File: src/rtl/seq_detector_moore_n.sv
// Parametrised Moore sequence detector with a runtime-loadable N-bit pattern,
// optional overlap, enable-qualified input and a saturating match counter.
module seq_detector_moore_n #(
  parameter int unsigned N            = 4,
  parameter logic [N-1:0] PATTERN     = 4'b1101,
  parameter int unsigned OVERLAP      = 1,
  parameter int unsigned CNT_W        = 8
) (
  input  logic                     clk,
  input  logic                     reset,
  input  logic                     en,
  input  logic                     x,
  input  logic                     load,
  input  logic [N-1:0]             pat_in,
  output logic                     y,
  output logic [$clog2(N+1)-1:0]   state,
  output logic [CNT_W-1:0]         count
);

  localparam int unsigned SW = $clog2(N + 1);
  localparam logic [SW-1:0]    Full   = SW'(N);
  localparam logic [CNT_W-1:0] CntMax = '1;
  localparam logic [N:0]       One    = (N + 1)'(1);

  logic [N-1:0]     pat_q;
  logic [SW-1:0]    state_q;
  logic             y_q;
  logic [CNT_W-1:0] count_q;

  logic [SW-1:0]    next_s;
  logic [N:0]       cand;
  logic [N:0]       mask;
  logic [N:0]       pref;
  int unsigned      s_eff;
  int unsigned      len;
  logic             ok;

  // Candidate is kept right-aligned: bit 0 is the newest bit x. The next state
  // is the longest k for which the low k candidate bits equal the top k of P.
  always_comb begin
    s_eff = int'(state_q);
    if (state_q == Full && OVERLAP == 0) begin
      s_eff = 0;
    end
    len    = s_eff + 1;
    cand   = (({1'b0, pat_q} >> (N - s_eff)) << 1) | {{N{1'b0}}, x};
    next_s = '0;
    mask   = '0;
    pref   = '0;
    ok     = 1'b0;
    for (int k = 1; k <= N; k++) begin
      mask = (One << k) - One;
      pref = {1'b0, pat_q} >> (N - k);
      ok   = (k <= len) && ((cand & mask) == pref);
      if (ok) begin
        next_s = SW'(k);
      end
    end
  end

  always_ff @(posedge clk) begin
    if (reset) begin
      pat_q   <= PATTERN;
      state_q <= '0;
      y_q     <= 1'b0;
      count_q <= '0;
    end else if (load) begin
      pat_q   <= pat_in;
      state_q <= '0;
      y_q     <= 1'b0;
      count_q <= '0;
    end else if (en) begin
      state_q <= next_s;
      y_q     <= (next_s == Full);
      if (next_s == Full && count_q != CntMax) begin
        count_q <= count_q + CNT_W'(1);
      end
    end
  end

  assign y     = y_q;
  assign state = state_q;
  assign count = count_q;

endmodule

File: config.mk
export PLATFORM = sky130hd
export DESIGN_NAME = seq_detector_moore_n
export DESIGN_NICKNAME = d
export VERILOG_FILES = /design/src/rtl/seq_detector_moore_n.sv
export SDC_FILE = /design/constraint.sdc
export NUM_CORES = 1
export LEC_CHECK = 0
export CAP_MARGIN = 20
export CORE_MARGIN = 5
export CORE_UTILIZATION = 66
export CTS_CLUSTER_SIZE = 24
export DETAILED_ROUTE_END_ITERATION = 8
export DONT_BUFFER_PORTS = 1
export GPL_TIMING_DRIVEN = 0
export PLACE_DENSITY_LB_ADDON = 0.05
export SYNTH_ARGS = -nofsm -noshare
export SYNTH_HDL_FRONTEND = slang
export SYNTH_SLANG_ARGS = --single-unit
export TNS_END_PERCENT = 20
File: constraint.sdc
create_clock -name clk -period 5.9 [get_ports clk]
set_clock_uncertainty 0.15 [all_clocks]
set_input_delay 0.295 -clock clk [delete_from_list [all_inputs] [get_ports clk]]
set_output_delay 0.295 -clock clk [all_outputs]
set_load 0.01 [all_outputs]
==> impl_results.md <==
- WL final: 2.559 mm
- Arr. time, crit path: 3.11 ns
- Post-synth EDFFs: 0
- Hold Fails Final Rpt: 0
- Synth Flop Type: dfxtp_1
- Hold crit path type: input pin to flip-flop
- Placer Congestion: 0.8264
- Vias in the first global route: 931
- IO Count: 21
- Detail Route Antenna Nets: 0
- Initial antenna violation count: 0
- Max-Cap Viols: 0
- Switching pwr: 0.05486 mW
- Syn avg cell area: 8.354 um2
- Number of iterations in the first detailed-routing pass: 4
- I/O Buffers: 0
- Via count: 1014
- Root Driver: clkbuf_4
- Die area: 2604 um2
- Period minus WS final: 3.104 ns
- Global Route Usage Sum: 21.16%
- CP max FO: 10
- Sw Share: 25.03%
- Final max-slew violation count: 0
- Largest net degree at the start of global routing: 11
- R2R cell count: 9
- Die Height: 51.03 um
- Skew-Pair Late Insertion Delay: 0.28 ns
- DR WL/cell: 16.20 um
- Pwr dens: 180.0 nW/um2
- CTS Buf Count: 3
- CORE AREA: 1559 um2
- Leakage power total: 0.4182 nW
- Worst slew pin tran: 0.6378 ns
- Critical Path Start Type: flip-flop
- Max Clk Rate: 322.2 MHz
- First-pass GRT wire length: 4.229 mm
- Setup CP Type: flip-flop to flip-flop
- Crit end category: flip-flop
- Post-DP HPWL: 1.835 mm
- Area growth, synth to finish: 9.572%
- Ant diodes: 0
- Placed Cells incl. Taps: 149
- Reg-to-Reg Start: state[0]
- Synthesized area: 1111 um2
- Reg2Reg Capture Point: count[5]
- Row count: 14
- Final setup TNS: 0 ns
- Yosys reg bits: 16
- Post-synth cell types: 46
- CTS tree: done
- Max transition margin: 57.22%
- Pint: 0.1643 mW
- Post-synthesis sequential area ratio: 28.83%
- H-tree levels: 1
- Worst R2R Setup Slack: 2.80 ns
- Fillers: 108
- Hold Startpoint: pat_in[1]
- RSZ-0062 raised after global routing: no
- WHS: 0.04054 ns
- Initial core utilization: 71.27%
- Period Utilization, post-route: 52.60%
- Post-synthesis cell count: 133
- Status: finished clean
- FFs w/ async S/R, synth: 0%
- Worst Path Required: 5.91 ns
- Pre-CTS WS: 2.832 ns
- Clock power frac: 32.2%
- Share of cells above drive strength 1: 8.451%
- Final core occ: 78.09%
- Maximum vdd drop: 0.1716 mV
- Drt via density: 6.418
- Combinational share of power: 16.4%
- Non-Filler Instances: 158
- CTS clock-pin slew for the worst setup and hold paths: 0.09 ns
- Drc violations: 0
- CP startpoint: state[0]
- Syn_nets: 147
- Final setup fails: 0
- Flop pwr share: 51.3%
- Post-layout nets: 157
- Sink Count: 16
- Final setup margin: 2.796 ns
- CP endpoint: count[5]
- Clock tree buffer depth: 2
- Overflow after GRT: 0
- Yosys synthesis warning count: 0
- Initial DRC count: 45
- Die W: 51.03 um
-- metrics by stage --
| step | power (mW) | instance area, um2 |
|---|---|---|
| global placement | 0.1455 | 1131 |
| floorplan | 0.1412 | 1111 |
| global route | 0.2297 | 1217 |
| CTS | 0.2192 | 1217 |
| detailed placement | 0.1468 | 1131 |
| finish | 0.2192 | 1217 |
-- how the worst min path moves through the flow --
stage	endpoint	slack [ns]	depth (start not counted)
3_3_place_gp	pat_q[1]	0.22	1
2_1_floorplan	pat_q[1]	0.22	1
3_5_place_dp	pat_q[1]	0.22	1
6_report	pat_q[1]	0.04	2
5_1_grt	count[5]	0.05	2
4_1_cts	pat_q[1]	0.01	2
-- cells in the mapped netlist (all sizes together), types with 3 or more instances --
library cell | n | share of area [%]
xor2 | 5 | 3.9
xnor2 | 6 | 4.7
dfxtp | 16 | 29
o211ai | 3 | 2.0
nand4 | 3 | 1.7
a21oi | 7 | 4.2
a211o | 3 | 2.4
clkbuf | 4 | 1.4
buf | 4 | 1.9
inv | 7 | 2.4
nor2 | 12 | 4.1
o21ai | 3 | 1.4
ha | 5 | 5.6
nand2 | 8 | 2.7
nor2b | 4 | 2.9
mux2i | 3 | 2.7
nand3 | 6 | 2.7
-- layout make-up --
type / instances / area [um2] / area share [%]
Inverter: 7 / 26.28 / 2.158
Sequential cell: 16 / 320.3 / 26.31
Clock buffer: 4 / 36.28 / 2.980
Buffer: 8 / 36.28 / 2.980
Tap cell: 16 / 20.02 / 1.644
Timing Repair Buffer: 5 / 50.05 / 4.111
Multi-Input combinational cell: 102 / 728.2 / 59.81
-- metal layers --
| layer | global-route usage (%) | part of all wire, % | up-vias |
|---|---|---|---|
| met5 | 0 | 0 | - |
| met4 | 7.175 | 1.3 | 0 |
| met3 | 5.814 | 5.7 | 4 |
| met2 | 36.48 | 50 | 38 |
| met1 | 25.18 | 43 | 465 |
| li1 | - | - | 507 |
-- power by group through the flow --
stage	logic [mW]	registers, mW	clock network [mW]
2_1_floorplan	0.0269	0.114	0
3_3_place_gp	0.0307	0.115	0
3_5_place_dp	0.0318	0.115	0
4_1_cts	0.0350	0.112	0.0718
5_1_grt	0.0398	0.113	0.0770
6_report	0.0360	0.112	0.0706
-- worst max-delay path, cell delays in order (launching register included) --
cell	delay, ns
dfxtp_1	0.61
inv_1	0.17
ha_1	0.44
a221o_1	0.30
o211ai_1	0.15
xor2_1	0.26
nand4_1	0.16
buf_2	0.22
o311ai_0	0.37
o41ai_1	0.15
-- cell usage in the layout (no fill, tap or decap), drive strengths merged, types with 3 or more instances in the layout --
cell type | netlist | routed
nor2 | 12 | 12
inv | 7 | 7
a211o | 3 | 3
xnor2 | 6 | 6
o211ai | 3 | 3
buf | 4 | 4
nand3 | 6 | 6
o21ai | 3 | 3
mux2i | 3 | 3
dfxtp | 16 | 16
clkbuf | 4 | 8
ha | 5 | 5
dlygate4sd3 | 0 | 5
a21oi | 7 | 7
nand4 | 3 | 3
nor2b | 4 | 4
nand2 | 8 | 8
xor2 | 5 | 5
-- kinds of logic after synthesis --
group	count (synthesis)	synth area share (%)
multiplexers	3	2.703
XOR/XNOR	11	8.671
adder cells (fa/ha/maj)	5	5.631
buffers and inverters	15	5.631
flip-flops	16	28.83
AO/OA/AOI/OAI	37	26.58
AND/OR/NAND/NOR	46	21.96
-- sequential cells by signal, indices dropped and copies added (netlist names) --
register / flops
state: 3
count: 8
pat_q: 4
y: 1
-- repair_timing --
action | 4_1_cts | 5_1_grt
setup buffers | 0 | 0
hold endpoints to repair | 6 | 0
gates resized for setup | 0 | 0
hold buffers | 5 | 0
Power figures use the tool's default switching activity.
